==> config.mk <==
export PLATFORM = sky130hd
export DESIGN_NAME = vga_scan_sequencer
export DESIGN_NICKNAME = d
export VERILOG_FILES = /design/src/rtl/vga_scan_sequencer.sv
export SDC_FILE = /design/constraint.sdc
export NUM_CORES = 1
export LEC_CHECK = 0
export ABC_AREA = 1
export BUFFER_PORTS_ARGS = -buffer_cell sky130_fd_sc_hd__buf_4
export CORE_MARGIN = 3
export CORE_UTILIZATION = 39
export DETAILED_ROUTE_END_ITERATION = 8
export PLACE_DENSITY = 0.57
export SYNTH_ARGS = -nofsm -noshare
export SYNTH_HDL_FRONTEND = slang
export SYNTH_SLANG_ARGS = --single-unit
==> constraint.sdc <==
create_clock -name clk -period 2 [get_ports clk]
set_clock_uncertainty 0.05 [all_clocks]
set_input_delay 0.2 -clock clk [delete_from_list [all_inputs] [get_ports clk]]
set_output_delay 0.2 -clock clk [all_outputs]
set_load 0.01 [all_outputs]
==> src/rtl/vga_scan_sequencer.sv <==
// Scan source for the munch/text display path: 640x480@60 VGA timing plus the
// per-frame animation counter and the text word selector.
module vga_scan_sequencer #(
  parameter int H_DISPLAY       = 640,
  parameter int H_FRONT         = 16,
  parameter int H_SYNC          = 96,
  parameter int H_BACK          = 48,
  parameter int V_DISPLAY       = 480,
  parameter int V_FRONT         = 10,
  parameter int V_SYNC          = 2,
  parameter int V_BACK          = 33,
  parameter int FRAMES_PER_WORD = 120
) (
  input  logic       clk,
  input  logic       reset,
  input  logic       pause,
  input  logic       step,
  output logic [9:0] hpos,
  output logic [9:0] vpos,
  output logic       hsync,
  output logic       vsync,
  output logic       display_on,
  output logic       frame_tick,
  output logic [6:0] counter,
  output logic [1:0] selector
);

  localparam int H_TOTAL = H_DISPLAY + H_FRONT + H_SYNC + H_BACK;
  localparam int V_TOTAL = V_DISPLAY + V_FRONT + V_SYNC + V_BACK;
  localparam int DIV_W   = (FRAMES_PER_WORD > 1) ? $clog2(FRAMES_PER_WORD) : 1;

  localparam logic [9:0] H_LAST     = 10'(H_TOTAL - 1);
  localparam logic [9:0] V_LAST     = 10'(V_TOTAL - 1);
  localparam logic [9:0] H_VIS      = 10'(H_DISPLAY);
  localparam logic [9:0] V_VIS      = 10'(V_DISPLAY);
  localparam logic [9:0] HS_START   = 10'(H_DISPLAY + H_FRONT);
  localparam logic [9:0] HS_END     = 10'(H_DISPLAY + H_FRONT + H_SYNC);
  localparam logic [9:0] VS_START   = 10'(V_DISPLAY + V_FRONT);
  localparam logic [9:0] VS_END     = 10'(V_DISPLAY + V_FRONT + V_SYNC);
  localparam logic [DIV_W-1:0] DIV_LAST = DIV_W'(FRAMES_PER_WORD - 1);

  logic [9:0]       hpos_next;
  logic [9:0]       vpos_next;
  logic [DIV_W-1:0] divider;
  logic             frame_end;
  logic             manual_adv;
  logic             word_adv;

  // Sync/blank flags are decoded from the next position so they line up with it.
  always_comb begin
    hpos_next = hpos + 10'd1;
    vpos_next = vpos;
    if (hpos == H_LAST) begin
      hpos_next = 10'd0;
      vpos_next = (vpos == V_LAST) ? 10'd0 : vpos + 10'd1;
    end
  end

  // frame_tick is high exactly on the last clock of the frame, so it doubles
  // as the frame-end strobe for the animation state.
  always_comb begin
    frame_end  = frame_tick & ~pause;
    manual_adv = step & ~pause;
    word_adv   = manual_adv | (frame_end & (divider == DIV_LAST));
  end

  always_ff @(posedge clk) begin
    if (reset) begin
      hpos       <= 10'd0;
      vpos       <= 10'd0;
      hsync      <= 1'b1;
      vsync      <= 1'b1;
      display_on <= 1'b1;
      frame_tick <= 1'b0;
      counter    <= 7'd0;
      selector   <= 2'd0;
      divider    <= '0;
    end else begin
      hpos       <= hpos_next;
      vpos       <= vpos_next;
      hsync      <= ~((hpos_next >= HS_START) && (hpos_next < HS_END));
      vsync      <= ~((vpos_next >= VS_START) && (vpos_next < VS_END));
      display_on <= (hpos_next < H_VIS) && (vpos_next < V_VIS);
      frame_tick <= (hpos_next == H_LAST) && (vpos_next == V_LAST);
      if (frame_end) begin
        counter <= counter + 7'd1;
      end
      // A step coinciding with a divider rollover still advances only once.
      if (word_adv) begin
        selector <= selector + 2'd1;
        divider  <= '0;
      end else if (frame_end) begin
        divider <= divider + DIV_W'(1);
      end
    end
  end

endmodule
# Word level (Yosys, flattened, before mapping)
# Cells that the tools add are included.
[totals]
ff_bits = 40
latch_bits = 0
ram_bits = 0
rom_bits = 0
out_inout_bits = 33
n_memories = 0
[op_classes]
add_sub_neg = 5
multipliers = 0
div_mod_pow = 0
order_cmp = 6
n_eq_ne = 5
n_shift = 0
muxes = 3
n_bitwise = 7
reduce_logical = 5
[ops]
columns = ["op", "count"]
rows = [
  ["== test 10 bit (second input constant)", 4],
  ["2-to-1 mux 10 bit", 3],
  ["adder 10 x 1 -> 10 bit (second input constant)", 2],
  ["less-than comparator 10 bit (second input constant)", 2],
  ["less-than comparator 10 x 9 -> 1 bit (second input constant)", 2],
  ["adder 7 x 1 -> 7 bit (second input constant)", 2],
  [">= comparator 10 bit (second input constant)", 1],
  [">= comparator 10 x 9 -> 1 bit (second input constant)", 1],
  ["== test 7 bit (second input constant)", 1],
  ["logical AND 1 bit", 4],
  ["bitwise AND 1 bit", 3],
  ["NOT 1 bit", 3],
  ["adder 2 x 1 -> 2 bit (second input constant)", 1],
  ["OR reduction 2 bit", 1],
  ["OR 1 bit", 1],
]

# Longest topological paths before layout
# Gate-level depths: netlist of the first run.
[logic_depth]
depth_word = 6
ltp_mapped = 12

# Worst setup path after synthesis of the first run
# No wires, ideal clock.
[synth_path]
path_kind = "register -> register"
startpoint = "register hpos[1]"
endpoint = "register display_on"
setup_ns = 0.124
t_arrival_ns = 1.558
path_slack_ns = 0.268
stages_incl_launch_ff = 11
path_cell_list = "dfxtp_1 > ha_1 > nand2_4 > nor2_8 > nand2_2 > nor2_8 > nand3_1 > nand2_1 > nand4_1 > nand2_1 > nand2_1"
[synth_via]
elab_chain_cells = 4
word_cells_on_any_way = 7
classes_between = "add/sub: 1; order compare: 2; eq/ne: 1; mux: 2; reduce/logical: 1"
[synth_lines]
columns = ["item", "line", "rtl"]
rows = [
  ["start, declared", "18", "output logic [9:0] hpos,"],
  ["start signal, assigned", "79", "hpos <= hpos_next;"],
  ["adder 10 x 1 -> 10 bit / == test 10 bit (equally long branches)", "51, 53", ""],
  ["2-to-1 mux 10 bit", "53", "if (hpos == H_LAST) begin"],
  ["less-than comparator 10 bit / less-than comparator 10 x 9 -> 1 bit (equally long branches)", "83", "display_on <= (hpos_next < H_VIS) && (vpos_next < V_VIS);"],
  ["logical AND 1 bit (*)", "83", ""],
  ["end signal, assigned", "83", ""],
  ["end, declared", "22", "output logic display_on,"],
]
# Mark *: on every way between the ends. The rest lies on a longest branch, timed or not.
# A chain may end at the register's enable or synchronous reset.

# Worst setup path after layout of the first run
[layout_path]
startpoint = "register hpos[1]"
endpoint = "register vsync"
[layout_via]
elab_chain_cells = 5
word_cells_on_any_way = 6
classes_between = "order compare: 2; eq/ne: 1; mux: 1; bitwise: 1; reduce/logical: 1"
[layout_lines]
columns = ["item", "line", "rtl"]
rows = [
  ["== test 10 bit (*)", "53", ""],
  ["2-to-1 mux 10 bit (*)", "53", ""],
  [">= comparator 10 x 9 -> 1 bit / less-than comparator 10 x 9 -> 1 bit (equally long branches)", "82", "vsync <= ~((vpos_next >= VS_START) && (vpos_next < VS_END));"],
  ["logical AND 1 bit (*)", "82", ""],
  ["NOT 1 bit (*)", "82", ""],
  ["end signal, assigned", "82", ""],
  ["end, declared", "21", "output logic vsync,"],
]
# Marked as above.

==> flow_summary.json, run 1 <==
{
  "outcome": "complete, no violations",
  "routedWlPerCell_um": 11.4,
  "worst_setup_path_start_kind": "flip-flop",
  "htree_levels": 2,
  "syn_nets": 329,
  "die-area_sq_mm": 0.00652,
  "reg2reg_slack_ns": 0.20,
  "gp_congestion": 0.777,
  "p_clk_share_pct": 42.6,
  "ys.flop_type": "dfxtp_1",
  "synthTopCellsByCount": "81 x nand2_1, 49 x inv_1, 46 x nor2_1",
  "leakagePower_nw": 1.28,
  "async_reset_ff_share_pct": 0,
  "relSlewSlack_pct": 71.8,
  "fillers": 556,
  "drc": 0,
  "switchingPower_uw": 313,
  "r2r_cells": 8,
  "worst_pin_slew_ns": 0.420,
  "synth.avg_cell_area_sq_um": 6.83,
  "dr_total_vias": 2017,
  "rsz0062_at_grt": "false",
  "routed_wl_um": 4900,
  "io_buffers": 36,
  "grt_pass1_vias": 1789,
  "max_freq_ghz": 0.557,
  "synth-simple-area-share_pct": 42.0,
  "core.rowCount": 26,
  "cp.required_ns": 2.13,
  "synth_top_cell_area_share_pct": 36.7,
  "synthCells": 319,
  "drive_above_1_share_pct": 16.7,
  "pin_count": 37,
  "synth-compound-area-share_pct": 6.77,
  "cts_setup_buffers": 0,
  "drv_slew": 0,
  "maxCapViolCount": 0,
  "min_from": "reset",
  "end_kind": "flip-flop",
  "antenna_found_initial": 0,
  "hold_viol_final": 0,
  "syn-cell-area_sq_mm": 0.00218,
  "ys_top_cells_by_area": "dfxtp_1 37%, nand2_1 14%, inv_1 8.4%",
  "pwr-share-seq_pct": 53.8,
  "yosysUniqueCellTypes": 28,
  "placeableCoreArea_sq_mm": 0.00527,
  "worstReg2RegStart": "hpos[1]",
  "period_needed_ns": 1.80,
  "irDropWorstVdd_uv": 456,
  "via_per_inst": 4.70,
  "worstHoldEndpoint": "hpos[1]",
  "placed_cells": 421,
  "finalCritPeriodShare_pct": 89.8,
  "powerDensity_mw_per_mm2": 573,
  "synth_top_family_by_area": "simple AND/OR/NAND/NOR gates",
  "worst_path_max_delay_cell": "dfxtp_1",
  "ant_nets": 0,
  "cts_inserted_buffers": 5,
  "root_buffer": "clkbuf_8",
  "tritoncts": "built",
  "setup_viol": 0,
  "critPathMaxFanout": 15,
  "hp-class": "input port to flip-flop",
  "synthMuxAreaShare_pct": 0,
  "initial_core_util_pct": 41.4,
  "grtUsageTotal_pct": 15.7,
  "syn2layout_area_growth_pct": 20.7,
  "n_antenna_cell": 0,
  "p_int_mw": 1.20,
  "synth-xor-area-share_pct": 1.21,
  "synth_top_area_cell": "dfxtp_1",
  "place_ws_ns": 0.178,
  "cts_hold_buf": 0,
  "fin_cells": 429,
  "setup.worst_path.class": "flip-flop to flip-flop",
  "switching_share_pct": 20.7,
  "die_h_um": 80.8,
  "setup.worst_path.start": "hpos[1]",
  "synth-adder-area-share_pct": 3.44,
  "clk_latency_ns": 0.28,
  "synth.most_common_cell": "nand2_1",
  "setup_tns_ns": 0,
  "worstReg2RegEnd": "vsync",
  "arrival_ns": 1.92,
  "hpwl_um": 3740,
  "grt_pass1_wl_um": 8130,
  "detail_route.first_pass.iterations": 4,
  "drt-initial-drc-count": 65,
  "setup_ws_ns": 0.204,
  "cts.sinks": 40,
  "synth_edf_count": 0,
  "ys_warn_count": 0,
  "cts_buffer_depth": 2,
  "gr-total-overflow": 0,
  "clkTransAtPathRegs_ns": 0.08,
  "ys_seq_area_share_pct": 36.7,
  "final_area_sq_mm": 0.00263,
  "placed_cell_area_sq_mm": 0.00252,
  "die_w_um": 80.8,
  "slowest_delay_ns": 0.40,
  "path_cells": "ha_2 -> nand2_4 -> nor2_8 -> nand3_4 -> o21ai_1 -> nand4_1 -> inv_1 -> nand3_1",
  "postCtsResizedCells": 0,
  "power_frac_comb_pct": 3.6,
  "nNetsFinal": 368,
  "holdPathStages": 2,
  "grt_max_degree": 23,
  "synth-seq-cells": 40
}
==> registers in the layout, indices dropped and copies added (netlist names) <==
register	cells
divider	7
display_on	1
hpos	10
frame_tick	1
counter	7
vsync	1
hsync	1
selector	2
vpos	10
==> cell families after synthesis <==
logic type                 count (synthesis)
adders and majority gates                  6
and+or+nand+nor                          188
DFF                                       40
AOI/OAI and AO/OA                         27
xor gates and xnor gates                   3
buffers and inverters                     55
==> metrics by stage <==
| step | utilization [%] | hold slack, ns | power, mW |
|---|---|---|---|
| floorplan | - | 0.231 | 0.859 |
| global placement | 47.8 | 0.406 | 0.885 |
| detailed placement | 47.8 | 0.405 | 0.885 |
| CTS | 49.9 | 0.190 | 1.53 |
| global route | 49.9 | 0.206 | 1.57 |
| finish | 49.9 | 0.197 | 1.51 |
==> layout by cell type, fill, tap and decap left out, types with 2 or more instances in the layout <==
master	synthesis	final
nor2_1	46	46
inv_1	49	49
nand2_4	4	4
clkbuf_8	0	5
nand4_1	11	11
o21bai_1	3	3
dfxtp_1	40	40
buf_4	0	38
a31oi_1	2	2
nand3_4	3	3
a21oi_1	13	13
nor3b_1	5	5
xor2_1	2	2
nand2_1	81	81
ha_1	6	5
nor3_1	6	6
nand2_2	2	2
nand3_1	24	24
o21ai_0	7	7
nor2_8	2	2
==> power by group through the flow <==
stage               clock (mW)  sequential, mW  combinational [mW]
global route             0.701           0.813              0.0613
CTS                      0.666           0.811              0.0545
finish                   0.643           0.811              0.0539
detailed placement           0           0.830              0.0545
global placement             0           0.830              0.0552
floorplan                    0           0.832              0.0272
==> worst max-delay path by stage <==
stage | slack, ns | endpoint | cells past startpoint
after global routing | 0.004 | vsync | 10
after CTS | 0.16 | vsync | 10
final | 0.20 | vsync | 8
after detailed placement | 0.18 | display_on | 10
after floorplan | 0.27 | display_on | 10
after global placement | 0.21 | vsync | 10
==> worst max-delay path: cells and delay by family (launching register included) <==
| family | cells | cell delay (ns) |
|---|---|---|
| AO/OA/AOI/OAI | 1 | 0.27 |
| adder cells (fa/ha/maj) | 1 | 0.24 |
| buffers and inverters | 1 | 0.07 |
| flip-flops | 1 | 0.40 |
| AND/OR/NAND/NOR | 5 | 0.64 |
==> per-layer routing <==
metal / up-vias / track usage (%) / wire length [um]
li1: 1091 / - / -
met1: 882 / 21.5 / 2400
met2: 40 / 25.8 / 2210
met3: 4 / 3.33 / 244
met4: 0 / 3.04 / 42
met5: - / 0 / 0
==> layout make-up <==
class	instances	area, sq um	area share, %
Multi-Input combinational cell	224	1170	44.3
Timing Repair Buffer	38	285	10.8
Tap cell	70	87.6	3.33
Sequential cell	40	801	30.4
Inverter	49	184	6.99
Clock inverter	2	35.0	1.33
Clock buffer	6	72.6	2.76
Note: power is estimated with default switching activity, not from simulation.
==> run 2, diff against run 1 <==
--- a/config.mk
+++ b/config.mk
@@ -9,8 +9,10 @@
 export BUFFER_PORTS_ARGS = -buffer_cell sky130_fd_sc_hd__buf_4
 export CORE_MARGIN = 3
 export CORE_UTILIZATION = 39
+export CTS_BUF_LIST = sky130_fd_sc_hd__clkbuf_4 sky130_fd_sc_hd__clkbuf_8 sky130_fd_sc_hd__clkbuf_16
 export DETAILED_ROUTE_END_ITERATION = 8
 export PLACE_DENSITY = 0.57
+export REMOVE_ABC_BUFFERS = 1
 export SYNTH_ARGS = -nofsm -noshare
 export SYNTH_HDL_FRONTEND = slang
 export SYNTH_SLANG_ARGS = --single-unit
==> flow_summary.json, run 2 (synthesis results as in run 1) <==
{
  "leakagePower_nw": 1.26,
  "place_ws_ns": 0.132,
  "critPathMaxFanout": 5,
  "cts.sinks": 40,
  "hp-class": "input port to flip-flop",
  "n_antenna_cell": 0,
  "setup_tns_ns": 0,
  "r2r_cells": 10,
  "setup.worst_path.class": "flip-flop to flip-flop",
  "grtUsageTotal_pct": 16.0,
  "worstHoldEndpoint": "hpos[1]",
  "die_w_um": 80.8,
  "die-area_sq_mm": 0.00652,
  "period_needed_ns": 1.79,
  "worst_setup_path_start_kind": "flip-flop",
  "fillers": 558,
  "reg.largest.list": "hpos x10, vpos x10",
  "worstReg2RegStart": "hpos[1]",
  "grt_pass1_wl_um": 8170,
  "ant_nets": 0,
  "cts_setup_buffers": 0,
  "die_h_um": 80.8,
  "routed_wl_um": 4790,
  "via_per_inst": 4.75,
  "worstReg2RegEnd": "vsync",
  "root_buffer": "clkbuf_8",
  "register_area_sq_um": 803,
  "power_frac_comb_pct": 3.9,
  "finalCritPeriodShare_pct": 89.3,
  "p_int_mw": 1.06,
  "outcome": "complete, no violations",
  "timing.hold.ws_ns": 0.191,
  "p_clk_share_pct": 37.4,
  "postCtsResizedCells": 0,
  "reg2reg_slack_ns": 0.21,
  "multiInputGateArea_sq_mm": 0.00118,
  "initial_core_util_pct": 41.4,
  "switching_share_pct": 23.3,
  "cts_inserted_buffers": 5,
  "syn2layout_area_growth_pct": 20.1,
  "pwr-share-seq_pct": 58.7,
  "antenna_found_initial": 0,
  "drc": 0,
  "placed_cell_area_sq_mm": 0.00252,
  "core.rowCount": 26,
  "htree_levels": 2,
  "cp.required_ns": 2.14,
  "grt_pass1_vias": 1851,
  "pin_count": 37,
  "final_common_cell": "nand2_1",
  "rsz0062_at_grt": "false",
  "drive_above_1_share_pct": 17.5,
  "cts_hold_buf": 0,
  "arrival_ns": 1.92,
  "clk_latency_ns": 0.29,
  "maxCapViolCount": 0,
  "gp_congestion": 0.778,
  "setup_ws_ns": 0.214,
  "clkTransAtPathRegs_ns": 0.08,
  "setup_viol": 0,
  "total_power_mw": 1.38,
  "powerDensity_mw_per_mm2": 528,
  "dr_total_vias": 2038,
  "switchingPower_uw": 322,
  "max_freq_ghz": 0.560,
  "routedWlPerCell_um": 11.2,
  "irDropWorstVdd_uv": 361,
  "tritoncts": "built",
  "io_buffers": 36,
  "cts_buffer_depth": 2,
  "drv_slew": 0,
  "detail_route.first_pass.iterations": 4,
  "min_from": "reset",
  "nNetsFinal": 369,
  "placeableCoreArea_sq_mm": 0.00527,
  "hpwl_um": 3670,
  "final_cell_mix": "81 x nand2_1, 49 x inv_1, 46 x nor2_1, 38 x dfxtp_1, 38 x buf_4",
  "hold_viol_final": 0,
  "holdPathStages": 2,
  "final_area_sq_mm": 0.00262,
  "gr-total-overflow": 0,
  "grt_max_degree": 23,
  "drt-initial-drc-count": 74,
  "worst_pin_slew_ns": 0.395,
  "end_kind": "flip-flop",
  "relSlewSlack_pct": 73.4
}
## run 2: cell count changes in the layout (fill, tap and decap cells not counted)
cell        previous run  this run
clkinvlp_4             0         1
clkbuf_1               1         0
dfxtp_2                0         2
nor2_4                 0         1
dfxtp_1               40        38
bufinv_16              1         0
## run 2: how the worst max path moves through the flow
| stage | to | from | slack, ns | depth (start not counted) |
|---|---|---|---|---|
| after floorplan | display_on | hpos[1] | 0.27 | 10 |
| after global placement | vsync | hpos[0] | 0.20 | 10 |
| after detailed placement | vsync | hpos[1] | 0.13 | 8 |
| after CTS | vsync | hpos[1] | 0.11 | 8 |
| after global routing | display_on | hpos[1] | 0.002 | 10 |
| final | vsync | hpos[1] | 0.21 | 10 |
## run 2: routing by layer
| metal | track usage (%) | share of wire [%] | routed length, um | up-vias |
|---|---|---|---|---|
| li1 | - | - | - | 1096 |
| met1 | 20.4 | 49 | 2330 | 905 |
| met2 | 27.0 | 46 | 2220 | 30 |
| met3 | 3.66 | 3.9 | 187 | 7 |
| met4 | 4.56 | 1.3 | 61 | 0 |
| met5 | 0 | 0 | 0 | - |
## run 2: power by group through the flow
stage | Combinational (mW) | Sequential (mW) | Clock, mW
2_1_floorplan | 0.0219 | 0.832 | 0
3_3_place_gp | 0.0548 | 0.830 | 0
3_5_place_dp | 0.0540 | 0.830 | 0
4_1_cts | 0.0541 | 0.811 | 0.539
5_1_grt | 0.0610 | 0.814 | 0.570
6_report | 0.0544 | 0.812 | 0.517
## run 2: metrics by stage
step / instances / util, %
2_1_floorplan: 313 / -
3_3_place_gp: 421 / 47.8
3_5_place_dp: 421 / 47.8
4_1_cts: 428 / 49.4
5_1_grt: 429 / 49.7
6_report: 429 / 49.7
## run 2: cell type report
type	instances	area share (%)
multi-input cells	225	45.0
flip-flops and latches	40	30.7
repair buffers	38	10.9
inverters	49	7.02
well taps	70	3.34
clock buffers	5	2.63
clock inverters	2	0.478
## run 2: worst max-delay path, stage by stage (launching register included)
cell and delay [ns]:
dfxtp_2 0.37, ha_2 0.22, nand2_4 0.08, nor2_8 0.17, nand2_2 0.15, nor2_8 0.19, nand3_1 0.11, nand2_1 0.09
nand4_1 0.13, inv_1 0.08, nand3_1 0.06
